### config.mk
export PLATFORM = sky130hd
export DESIGN_NAME = z_result_stage
export DESIGN_NICKNAME = d
export VERILOG_FILES = /design/src/rtl/z_result_stage.sv
export SDC_FILE = /design/constraint.sdc
export NUM_CORES = 1
export LEC_CHECK = 0
export CORE_AREA = 5 5 114 116
export CTS_CLUSTER_DIAMETER = 60
export CTS_CLUSTER_SIZE = 8
export DETAILED_ROUTE_END_ITERATION = 8
export DIE_AREA = 0 0 119 121
export GPL_TIMING_DRIVEN = 0
export PLACE_DENSITY = 0.59
export SYNTH_ARGS = -nofsm -noshare
export SYNTH_HDL_FRONTEND = slang
export SYNTH_SLANG_ARGS = --single-unit
### constraint.sdc
create_clock -name clock -period 2.3 [get_ports clock]
set_input_delay 0.23 -clock clock [delete_from_list [all_inputs] [get_ports clock]]
set_output_delay 0.23 -clock clock [all_outputs]
set_load 0.02 [all_outputs]
### src/rtl/z_result_stage.sv
// Result-capture stage behind the ALU: holds one narrow or wide result in the Z pair
// and streams it to the bus as one or two beats, with capture-time flags and a retire count.
//
// state   | meaning
// EMPTY   | no result held, ready to capture
// SEND_LO | low word on the bus (only beat for narrow results)
// SEND_HI | high word on the bus (second beat of a wide result)
module z_result_stage #(
    parameter int WIDTH = 32,
    parameter int CNT_W = 16
) (
    input  logic             clock,
    input  logic             clear,
    input  logic             in_valid,
    output logic             in_ready,
    input  logic [WIDTH-1:0] in_lo,
    input  logic [WIDTH-1:0] in_hi,
    input  logic             in_wide,
    output logic [WIDTH-1:0] bus_out,
    output logic             bus_valid,
    input  logic             bus_ready,
    output logic             bus_hi,
    output logic             flag_z,
    output logic             flag_n,
    output logic [CNT_W-1:0] retired
);

    typedef enum logic [1:0] {
        EMPTY   = 2'd0,
        SEND_LO = 2'd1,
        SEND_HI = 2'd2
    } state_t;

    state_t           state;
    logic [WIDTH-1:0] zlo;
    logic [WIDTH-1:0] zhi;
    logic             wide;
    logic             last_beat;
    logic             accept;

    always_comb begin
        last_beat = bus_ready && ((state == SEND_LO && !wide) || state == SEND_HI);
        in_ready  = clear && (state == EMPTY || last_beat);
        accept    = in_valid && in_ready;
    end

    // Bus word comes straight from the Z pair, selected by the registered beat flag.
    assign bus_out = bus_hi ? zhi : zlo;

    always_ff @(posedge clock) begin
        if (!clear) begin
            state     <= EMPTY;
            zlo       <= '0;
            zhi       <= '0;
            wide      <= 1'b0;
            bus_valid <= 1'b0;
            bus_hi    <= 1'b0;
            flag_z    <= 1'b0;
            flag_n    <= 1'b0;
            retired   <= '0;
        end else begin
            if (last_beat && retired != '1) begin
                retired <= retired + 1'b1;
            end

            // A capture on the last beat wins over the return to EMPTY, so no bubble.
            if (accept) begin
                zlo       <= in_lo;
                zhi       <= in_wide ? in_hi : '0;
                wide      <= in_wide;
                flag_z    <= (in_lo == '0) && (!in_wide || in_hi == '0);
                flag_n    <= in_wide ? in_hi[WIDTH-1] : in_lo[WIDTH-1];
                bus_valid <= 1'b1;
                bus_hi    <= 1'b0;
                state     <= SEND_LO;
            end else if (state == SEND_LO && bus_ready && wide) begin
                bus_hi    <= 1'b1;
                state     <= SEND_HI;
            end else if (last_beat) begin
                bus_valid <= 1'b0;
                bus_hi    <= 1'b0;
                state     <= EMPTY;
            end
        end
    end

endmodule

# Yosys cells after proc, flatten, opt, wreduce, memory -nomap -nowiden
# Cells that the tools add are included.
# word_totals
regBits	87
latch_bits	0
mem_bits_rw	0
mem_bits_ro	0
inputBits	69
out_inout_bits	53
elab_cells	47
memories	0
# classes
n_addsub	1
multipliers	0
div	0
order_cmp	0
eq_ne	4
shifts	0
muxes	10
n_bitwise	1
reduce_logical	21
# op_table
cell	n
zero test 32 bit	2
2-to-1 mux 32 bit	2
adder 16 x 1 -> 16 bit, second input constant	1
inequality test 16 bit, second input constant	1
logical AND 1 bit	8
2-to-1 mux 1 bit	6
2-to-1 mux 2 bit	2
nonzero test 2 bit	2
logical OR 1 bit	3
nonzero test 3 bit	1
== test 2 x 1 -> 1 bit, second input constant	1
== test 2 bit, second input constant	1
zero test 1 bit	2
zero test 2 bit	1
inequality test 2 bit, second input constant	1
AND reduction 2 bit	1
OR reduction 2 bit	1
NOT 1 bit	1

# Longest topological paths before layout
# Gate-level depths: netlist of run 1.
# depth
depth_word	9
depth_mapped	8
mapped_depth_nobuf	5

# Least setup slack after synthesis of run 1
# OpenSTA, ideal clock, no wires.
# synth_timing
path_kind	reg2reg
from	register bus_hi (netlist name)
to	register zlo[1]
setup_time_ns	0.129
t_arrival_ns	1.766
required_ns	2.171
path_slack_ns	0.405
path_stages_with_launch	8
n_path_buf	2
synth_period_minus_slack_ns	1.895
path_cell_list	dfxtp_1 and4bb_2 a21oi_1 inv_1 buf_2 buf_1 nand3_1 o21ai_0
# synth_rtl
element	line	source
end signal: assignment	68	zlo <= in_lo;
end: declaration	35	logic [WIDTH-1:0] zlo;

# Final worst setup path of run 1
# layout_timing
from	input bus_ready
to	output in_ready
# layout_between
elab_chain_cells	3
# layout_rtl
element	line	source
start: declaration	21	input logic bus_ready,
logical AND 1 bit	42	last_beat = bus_ready && ((state == SEND_LO && !wide) || state == SEND_HI);
logical OR 1 bit	43	in_ready = clear && (state == EMPTY || last_beat);
logical AND 1 bit	43	
end: declaration	15	output logic in_ready,
# No other way between the ends.

==> results of run 1 <==
-- power by group --
| part | total [mW] | internal, mW | switching [mW] |
|---|---|---|---|
| combinational | 0.747 | 0.339 | 0.408 |
| sequential | 1.63 | 1.58 | 0.0473 |
| clock | 1.65 | 1.05 | 0.594 |
-- cell usage after synthesis (3+ instances only) --
master    count  area, um^2
buf_1         9        33.8
a21oi_1      41         205
dfxtp_1      86        1720
a211oi_1      5        37.5
nor2_1        4        15.0
or4_1         6        45.0
clkbuf_1     34         128
o31ai_1       5        37.5
nand2b_1      9        56.3
nor4_1       20         125
nand2_1      50         188
nor3_1        3        15.0
inv_1         5        18.8
nand4_1      39         244
o21ai_0      67         335
mux2i_1       9        90.1
mux2_2       32         360
nand3_1      39         195
-- path summary, 6_finish.rpt --
kind,end,slack (ns),depth (start not counted)
setup / recovery,in_ready,0.13,6
setup reg to reg,retired[9],0.26,5
hold reg to reg,zlo[7],0.46,2
hold / removal,zhi[1],0.30,3
-- layout by cell type, fill, tap and decap left out, drive strengths merged, types with 3 or more instances in the layout --
master	netlist	final
inv	5	5
nor3	3	3
clkbuf	34	43
a211oi	5	5
bufinv	0	3
a21oi	41	41
dlymetal6s2s	0	28
buf	12	11
dfxtp	86	86
mux2i	9	9
or4	6	6
o21ai	67	67
nand2	50	50
nand4	39	39
nor2	4	4
nor4	21	21
nand2b	9	9
nand3	39	39
mux2	32	32
clkdlybuf4s50	0	90
o31ai	5	5
-- sequential cells by signal, indices dropped and copies added, names as in the netlist --
signal	cells
wide	1
bus_valid	1
bus_hi	1
flag_n	1
zlo	32
state	1
zhi	32
retired	16
flag_z	1
-- critical path, stage by stage --
cell and delay [ns]:
clkdlybuf4s50_1 0.52, and4bb_2 0.30, a21oi_4 0.21, inv_1 0.12, buf_4 0.21, dlygate4sd2_1 0.34
-- metrics by stage --
step | area, um^2 | std cells | util [%] | TNS, ns
floorplan | 4060 | 485 | - | 0
global placement | 5440 | 752 | 46.1 | -4.51
detailed placement | 5440 | 752 | 46.1 | -5.27
CTS | 5800 | 766 | 49.1 | 0
global route | 5870 | 766 | 49.7 | 0
finish | 5870 | 767 | 49.7 | 0
-- per-layer routing --
layer | GRT usage (%) | routed length [um] | vias up
li1 | - | - | 2061
met1 | 25.0 | 6190 | 1987
met2 | 30.8 | 6470 | 138
met5 | 0 | 0 | -
met4 | 5.43 | 195 | 0
met3 | 4.62 | 888 | 14
-- area by class of cell --
class / count / area share, %
Clock inverter: 6 / 1.90
Timing Repair Buffer: 120 / 21.6
Antenna cell: 1 / 0.0426
Buffer: 45 / 3.41
Clock buffer: 9 / 3.84
Tap cell: 147 / 3.13
Sequential cell: 86 / 29.3
Inverter: 5 / 0.320
Multi-Input combinational cell: 348 / 36.4
-- kinds of logic after synthesis --
kind of cell,count (synthesis),share of synthesized area (%)
multiplexers,41,11.1
buffers and inverters,51,5.12
AO/OA/AOI/OAI,126,17.1
AND/OR/NAND/NOR,180,24.0
flip-flops,86,42.4
adder cells (fa/ha/maj),1,0.308
==> run summary, run 1 <==
Root Driver = clkbuf_16
CP max FO = 19
worst-margin pin slew = 0.807 ns
core area = 0.0118 mm^2
RSZ-0062 raised after global routing = false
Ports = 122
total setup buffers inserted after CTS = 0
fin nets = 685
multi-input logic area = 0.00214 mm^2
share of cells above drive strength 1 = 9.85%
H-tree lvl count = 3
Crit Path Class = in -> out
origin of the worst min-delay path = in_wide
clk sinks = 86
Post-Syn Instances = 485
Fin Hold WS = 0.296 ns
worst skew pair latency = 0.34 ns
pre-CTS WS = -0.630 ns
crit end category = output port
Synth Register Bits = 86
RePlAce Congestion = 0.845
WP data required = 2.07 ns
Finish-stage setup viols = 0
Hold Path Class = in -> reg
post-synthesis area per instance = 8.36 um^2
final hold violation count = 0
Sequential cell area = 0.00172 mm^2
CP Launch Type = primary input
1st-iter DRT viols = 282
Period Utilization, post-route = 94.4%
Die Width = 119 um
Via density = 5.48
crit path from = bus_ready
initial antenna violation count = 0
Initial DRT Pass Iterations = 5
crit path DAT = 1.94 ns
clk buf depth = 2
Post-CTS Resized = 11
Post-synth EDFFs = 0
area grow syn2layout = 44.7%
ys async rst share = 0%
Final WS setup = 0.130 ns
Initial Util = 34.3%
hold buffer count at CTS = 0
R2R Path Start = retired[0]
sequential fraction of the synthesis area = 42.4%
Peak supply drop = 0.000336 V
Slew HR = 45.8%
total grt overflow = 0
CTS tree = yes
Post-DP HPWL = 10400 um
synthesized area = 0.00406 mm^2
synth unique cells = 35
first-pass GRT wire length = 22000 um
Num CTS Buffers = 9
P_leak = 2.36 nW
Filler cells = 1159
vias in the first global route = 4159
yosys warns = 0
Total GRT Usage = 19.0%
WL final = 13700 um
detailed-route via count = 4200
Die ar. = 0.0144 mm^2
Site Rows = 40
Mapped Nets = 555
DIE HEIGHT = 121 um
min cycle time layout = 2.17 ns
drt wl/cell = 17.9 um
max-slew violation count = 0
Tot Pwr = 4.02 mW
predominant post-synthesis flop cell = dfxtp_1
maximum clock rate = 461 MHz
input/output buffers = 120
Antenna Nets Post-Route = 0
Final Skew = 0.00474 ns
max cap viols = 0
status = finished, final reports clean
PwrDens = 685 mW/mm^2
largest net degree at the start of global routing = 20
clock-pin transition on the worst setup and hold timing paths = 0.06 ns
DRC viols = 0
(Power assumes the default switching activity.)
==> run 2, diff against run 1 <==
==> config.mk (replaced) <==
export PLATFORM = sky130hd
export DESIGN_NAME = z_result_stage
export DESIGN_NICKNAME = d
export VERILOG_FILES = /design/src/rtl/z_result_stage.sv
export SDC_FILE = /design/constraint.sdc
export NUM_CORES = 1
export LEC_CHECK = 0
export CORE_AREA = 5 5 99 101
export CTS_BUF_LIST = sky130_fd_sc_hd__clkbuf_4 sky130_fd_sc_hd__clkbuf_8 sky130_fd_sc_hd__clkbuf_16
export CTS_CLUSTER_DIAMETER = 60
export CTS_CLUSTER_SIZE = 8
export DETAILED_ROUTE_END_ITERATION = 8
export DIE_AREA = 0 0 104 106
export GPL_TIMING_DRIVEN = 0
export PLACE_DENSITY = 0.76
export SYNTH_ARGS = -nofsm -noshare
export SYNTH_HDL_FRONTEND = slang
export SYNTH_SLANG_ARGS = --single-unit
==> run summary, run 2 (same netlist as run 1, synthesis figures left out) <==
P_leak = 2.08 nW (was 2.36 nW)
clk buf depth = 2 (unchanged)
1st-iter DRT viols = 278 (was 282)
largest net degree at the start of global routing = 20 (unchanged)
Hold Path Class = in -> reg (unchanged)
clock-pin transition on the worst setup and hold timing paths = 0.09 ns (was 0.06 ns)
DIE HEIGHT = 106 um (was 121 um)
Placed Area = 0.00540 mm^2 (was 0.00544 mm^2)
met1 WL = 5420 um (was 6190 um)
Root Driver = clkbuf_8 (was clkbuf_16)
routed wl met3 = 921 um (was 888 um)
fin cells = 731 (was 767)
max cap viols = 0 (unchanged)
Total GRT Usage = 23.0% (was 19.0%)
share of cells above drive strength 1 = 9.84% (was 9.85%)
biggest regs = zhi: 32 flops, zlo: 32 flops, retired: 16 flops (unchanged)
final hold violation count = 0 (unchanged)
Final WS setup = 0.108 ns (was 0.130 ns)
area grow syn2layout = 38.9% (was 44.7%)
Ports = 122 (unchanged)
WP buf/inv = 4 (unchanged)
clk sinks = 86 (unchanged)
CP max FO = 19 (unchanged)
Site Rows = 35 (was 40)
WL final = 12800 um (was 13700 um)
crit end category = output port (unchanged)
CP max stage cell = dfxtp_1 (was clkdlybuf4s50_1)
Reg power frac = 46.5% (was 40.4%)
combinational cell fraction of total power = 20.8% (was 18.6%)
Clock power frac = 32.7% (was 41.0%)
Filler cells = 806 (was 1159)
maximum clock rate = 456 MHz (was 461 MHz)
RePlAce Congestion = 0.867 (was 0.845)
CTS tree = yes (unchanged)
PwrDens = 621 mW/mm^2 (was 685 mW/mm^2)
most common cell after layout, fill and taps aside = clkdlybuf4s50_1 (unchanged)
H-tree lvl count = 3 (unchanged)
CP Launch Type = flip-flop (was primary input)
Slew HR = 47.5% (was 45.8%)
crit-path max cell delay = 0.42 ns (was 0.52 ns)
sw frac = 28.7% (was 26.1%)
Initial DRT Pass Iterations = 4 (was 5)
Tot Pwr = 3.50 mW (was 4.02 mW)
core area = 0.00893 mm^2 (was 0.0118 mm^2)
first-pass GRT wire length = 21200 um (was 22000 um)
Net Sw Power = 1.00 mW (was 1.05 mW)
detailed-route via count = 4373 (was 4200)
pre-CTS WS = -0.620 ns (was -0.630 ns)
Crit Path Class = reg -> out (was in -> out)
initial antenna violation count = 0 (unchanged)
vias in the first global route = 4330 (was 4159)
DRC viols = 0 (unchanged)
worst-path cell chain = buf_6 > nand2b_1 > a21oi_4 > inv_1 > buf_4 > dlygate4sd2_1 (was clkdlybuf4s50_1 > and4bb_2 > a21oi_4 > inv_1 > buf_4 > dlygate4sd2_1)
Die ar. = 0.0110 mm^2 (was 0.0144 mm^2)
Int Pwr = 2.49 mW (was 2.97 mW)
input/output buffers = 120 (unchanged)
Peak supply drop = 0.000368 V (was 0.000336 V)
Finish-stage setup viols = 0 (unchanged)
fin nets = 685 (unchanged)
min cycle time layout = 2.19 ns (was 2.17 ns)
cell count after placement = 716 (was 752)
status = finished, final reports clean (unchanged)
Post-DP HPWL = 9680 um (was 10400 um)
Final Skew = 0.0123 ns (was 0.00474 ns)
drt wl/cell = 17.5 um (was 17.9 um)
Period Utilization, post-route = 95.3% (was 94.4%)
CP delay by family, top = buffers and inverters (unchanged)
total grt overflow = 0 (unchanged)
Antenna Cells = 0 (was 1)
Initial Util = 45.4% (was 34.3%)
Antenna Nets Post-Route = 0 (unchanged)
max-slew violation count = 0 (unchanged)
worst-margin pin slew = 0.782 ns (was 0.807 ns)
Num CTS Buffers = 9 (unchanged)
post-route cell area = 0.00563 mm^2 (was 0.00587 mm^2)
Via density = 5.98 (was 5.48)
Met2 Wirelength = 6100 um (was 6470 um)
Fin Hold WS = 0.290 ns (was 0.296 ns)
RSZ-0062 raised after global routing = false (unchanged)
crit path DAT = 1.96 ns (was 1.94 ns)
WP data required = 2.07 ns (about the same)
uppermost layer routed = met4 (unchanged)
most frequent cells in the layout = clkdlybuf4s50_1 (90), dfxtp_1 (86), o21ai_0 (67) (unchanged)
worst skew pair latency = 0.35 ns (was 0.34 ns)
Die Width = 104 um (was 119 um)
run 2: cell count changes in the layout (fill, tap and decap cells not counted), sizes merged:
cell / previous run / this run
diode: 1 / 0
clkbuf: 43 / 46
bufinv: 3 / 1
clkinvlp: 1 / 2
clkinv: 2 / 1
dlymetal6s2s: 28 / 9
dlygate4sd2: 2 / 21
run 2: worst register-to-register path: stages (launching register included):
cell and delay [ns]:
dfxtp_1 0.42, ha_1 0.22, nand3_1 0.25, nor3_1 0.73, a21oi_1 0.18, mux2i_1 0.15
run 2: worst paths after layout:
kind	start	to	slack (ns)	cells after the start
setup / recovery	bus_hi	in_ready	0.11	6
hold / removal	in_wide	zhi[1]	0.29	3
setup reg to reg	retired[0]	retired[9]	0.25	5
hold reg to reg	zlo[7]	zlo[7]	0.46	2
run 2: final cells by class:
| type | instances | area (um^2) | area share [%] |
|---|---|---|---|
| timing repair buffer | 120 | 1200 | 21.3 |
| buffer | 45 | 199 | 3.53 |
| clock inverter | 4 | 53.8 | 0.955 |
| tap | 111 | 139 | 2.47 |
| sequential | 86 | 1720 | 30.6 |
| inverter | 5 | 18.8 | 0.333 |
| multi-input combinational | 348 | 2140 | 38.0 |
| clock buffer | 12 | 165 | 2.93 |
run 2: per-stage QoR:
step                      util (%)  setup TNS, ns
after floorplan                  -              0
after global placement        60.4          -3.97
after global routing          63.1              0
after detailed placement      60.4          -5.18
final                         63.1              0
after CTS                     62.8              0
run 2: power by group through the flow:
| stage | Clock, mW | Sequential [mW] | Combinational [mW] |
|---|---|---|---|
| CTS | 1.15 | 1.62 | 0.729 |
| global route | 1.21 | 1.64 | 0.786 |
| detailed placement | 0 | 1.66 | 0.747 |
| floorplan | 0 | 1.65 | 0.375 |
| global placement | 0 | 1.65 | 0.739 |
| finish | 1.14 | 1.63 | 0.726 |
run 2: metal layers:
layer  GRT usage [%]  vias up
met2            37.5      190
met5               0        -
met3            4.19       29
met1            29.9     2079
li1                -     2075
met4            9.53        0
run 2: timing repair:
action	CTS	global route
resized for setup	30	9
buffers inserted	0	0
hold buffers	0	0
pin swaps	0	0
setup endpoints to repair	30	9
==> run 3, diff against run 2 <==
==> config.mk (replaced) <==
export PLATFORM = sky130hd
export DESIGN_NAME = z_result_stage
export DESIGN_NICKNAME = d
export VERILOG_FILES = /design/src/rtl/z_result_stage.sv
export SDC_FILE = /design/constraint.sdc
export NUM_CORES = 1
export LEC_CHECK = 0
export CORE_AREA = 5 5 101 103
export CTS_BUF_LIST = sky130_fd_sc_hd__clkbuf_4 sky130_fd_sc_hd__clkbuf_8 sky130_fd_sc_hd__clkbuf_16
export CTS_CLUSTER_DIAMETER = 60
export CTS_CLUSTER_SIZE = 8
export DETAILED_ROUTE_END_ITERATION = 8
export DIE_AREA = 0 0 106 108
export GPL_ROUTABILITY_DRIVEN = 0
export GPL_TIMING_DRIVEN = 0
export PLACE_DENSITY = 0.73
export SYNTH_ARGS = -nofsm -noshare
export SYNTH_HDL_FRONTEND = slang
export SYNTH_SLANG_ARGS = --single-unit
==> run summary, run 3 (same netlist as run 1, synthesis figures left out) <==
status = finished, final reports clean (unchanged)
Via density = 5.82 (was 5.98)
uppermost layer routed = met4 (unchanged)
CP delay by family, top = buffers and inverters (unchanged)
CP Launch Type = flip-flop (unchanged)
Tot Pwr = 3.47 mW (was 3.50 mW)
min cycle time layout = 2.17 ns (was 2.19 ns)
detailed-route via count = 4251 (was 4373)
combinational cell fraction of total power = 21.4% (was 20.8%)
WP buf/inv = 4 (unchanged)
Finish-stage setup viols = 0 (unchanged)
Total GRT Usage = 22.5% (was 23.0%)
share of cells above drive strength 1 = 9.84% (unchanged)
vias in the first global route = 4217 (was 4330)
initial antenna violation count = 0 (unchanged)
fin nets = 685 (unchanged)
H-tree lvl count = 3 (unchanged)
biggest regs = zhi: 32 flops, zlo: 32 flops, retired: 16 flops (unchanged)
Slew HR = 45.8% (was 47.5%)
CP max stage cell = dfxtp_1 (unchanged)
Antenna Cells = 0 (unchanged)
Hold Path Class = in -> reg (unchanged)
Worst path depth = 6 (unchanged)
Site Rows = 35 (unchanged)
CP max FO = 19 (unchanged)
Hold Path Depth = 3 (unchanged)
Initial Util = 44.5% (was 45.4%)
Final Core Density = 62.5% (was 63.1%)
Die ar. = 0.0114 mm^2 (was 0.0110 mm^2)
Peak supply drop = 0.000440 V (was 0.000368 V)
RSZ-0062 raised after global routing = false (unchanged)
Crit Path Class = reg -> out (unchanged)
max cap viols = 0 (unchanged)
crit-path max cell delay = 0.39 ns (was 0.42 ns)
Filler cells = 818 (was 806)
clock-pin transition on the worst setup and hold timing paths = 0.08 ns (was 0.09 ns)
Sequential cell area = 0.00172 mm^2 (unchanged)
Clock power frac = 31.8% (was 32.7%)
CTS tree = yes (unchanged)
R2R depth = 5 (unchanged)
Met2 Wirelength = 6240 um (was 6100 um)
input/output buffers = 120 (unchanged)
total setup buffers inserted after CTS = 0 (unchanged)
area grow syn2layout = 40.3% (was 38.9%)
core area = 0.00911 mm^2 (was 0.00893 mm^2)
maximum clock rate = 462 MHz (was 456 MHz)
WP data required = 2.07 ns (about the same)
most common cell after layout, fill and taps aside = clkdlybuf4s50_1 (unchanged)
Num CTS Buffers = 9 (unchanged)
PwrDens = 609 mW/mm^2 (was 621 mW/mm^2)
DIE HEIGHT = 108 um (was 106 um)
largest net degree at the start of global routing = 20 (unchanged)
drt wl/cell = 17.7 um (was 17.5 um)
clk buf depth = 2 (unchanged)
most frequent cells in the layout = clkdlybuf4s50_1 (90), dfxtp_1 (86), o21ai_0 (67) (unchanged)
WL final = 12900 um (was 12800 um)
multi-input logic area = 0.00214 mm^2 (unchanged)
worst-margin pin slew = 0.807 ns (was 0.782 ns)
Final Skew = 0.00590 ns (was 0.0123 ns)
sw frac = 29.0% (was 28.7%)
Initial DRT Pass Iterations = 5 (was 4)
first-pass GRT wire length = 20700 um (was 21200 um)
final hold violation count = 0 (unchanged)
1st-iter DRT viols = 218 (was 278)
Die Width = 106 um (was 104 um)
worst-path cell chain = buf_6 > nand2b_1 > a21oi_4 > inv_1 > buf_4 > dlygate4sd2_1 (unchanged)
Post-DP HPWL = 9770 um (was 9680 um)
max-slew violation count = 0 (unchanged)
P_leak = 2.29 nW (was 2.08 nW)
clk sinks = 86 (unchanged)
crit path DAT = 1.94 ns (was 1.96 ns)
Net Sw Power = 1.01 mW (was 1.00 mW)
worst skew pair latency = 0.35 ns (about the same)
Reg power frac = 46.9% (was 46.5%)
Int Pwr = 2.46 mW (was 2.49 mW)
Fin Hold WS = 0.298 ns (was 0.290 ns)
Period Utilization, post-route = 94.1% (was 95.3%)
routed wl met3 = 988 um (was 921 um)
Antenna Nets Post-Route = 0 (unchanged)
Ports = 122 (unchanged)
met1 WL = 5500 um (was 5420 um)
total grt overflow = 0 (unchanged)
crit end category = output port (unchanged)
DRC viols = 0 (unchanged)
Root Driver = clkbuf_8 (unchanged)
run 3: cell types whose count changed in the layout (fill, tap and decap cells not counted):
cell and delta:
clkbuf_4 +1, clkbuf_8 -2, dlygate4sd2_1 -19, dlymetal6s2s_1 +19, clkinv_2 +1
run 3: power by group through the flow:
stage          registers (mW)  clock network (mW)  logic [mW]
4_1_cts                  1.62                1.11       0.752
3_5_place_dp             1.66                   0       0.746
5_1_grt                  1.64                1.17       0.800
6_report                 1.62                1.10       0.741
2_1_floorplan            1.65                   0       0.375
3_3_place_gp             1.65                   0       0.740
run 3: layer usage:
layer,global-route usage (%),vias to the layer above
met5,0,-
met4,6.85,0
met3,5.13,16
met2,37.9,172
met1,29.0,1998
li1,-,2065
run 3: worst min-delay path: stages:
cell	delay, ns
clkbuf_1	0.19
nand4_1	0.12
a21oi_1	0.07
run 3: timing repair:
action	4_1_cts	5_1_grt
hold endpoints to repair	0	0
cloned	0	0
setup endpoints to repair	30	28
resized for setup	11	28
hold buffers	0	0
run 3: metrics by stage:
| stage | worst slack, ns | cell area (um^2) | setup TNS (ns) | instances |
|---|---|---|---|---|
| 2_1_floorplan | 0.405 | 4060 | 0 | 485 |
| 3_3_place_gp | -0.596 | 5400 | -3.69 | 716 |
| 3_5_place_dp | -0.601 | 5400 | -4.26 | 716 |
| 4_1_cts | 0.00645 | 5620 | 0 | 731 |
| 5_1_grt | 0.00111 | 5690 | 0 | 731 |
| 6_report | 0.135 | 5690 | 0 | 731 |
run 3: path summary, 6_finish.rpt:
kind	start	endpoint	slack, ns
hold / removal	in_wide	zhi[2]	0.30
setup reg to reg	retired[0]	retired[9]	0.25
hold reg to reg	zlo[30]	zlo[30]	0.46
setup / recovery	bus_hi	in_ready	0.13
run 3: area by class of cell:
class	instances	area share (%)
Multi-Input combinational cell	348	37.6
Sequential cell	86	30.3
Timing Repair Buffer	120	22.3
Buffer	45	3.50
Clock buffer	11	2.55
Tap cell	111	2.44
Clock inverter	5	1.03
Inverter	5	0.330
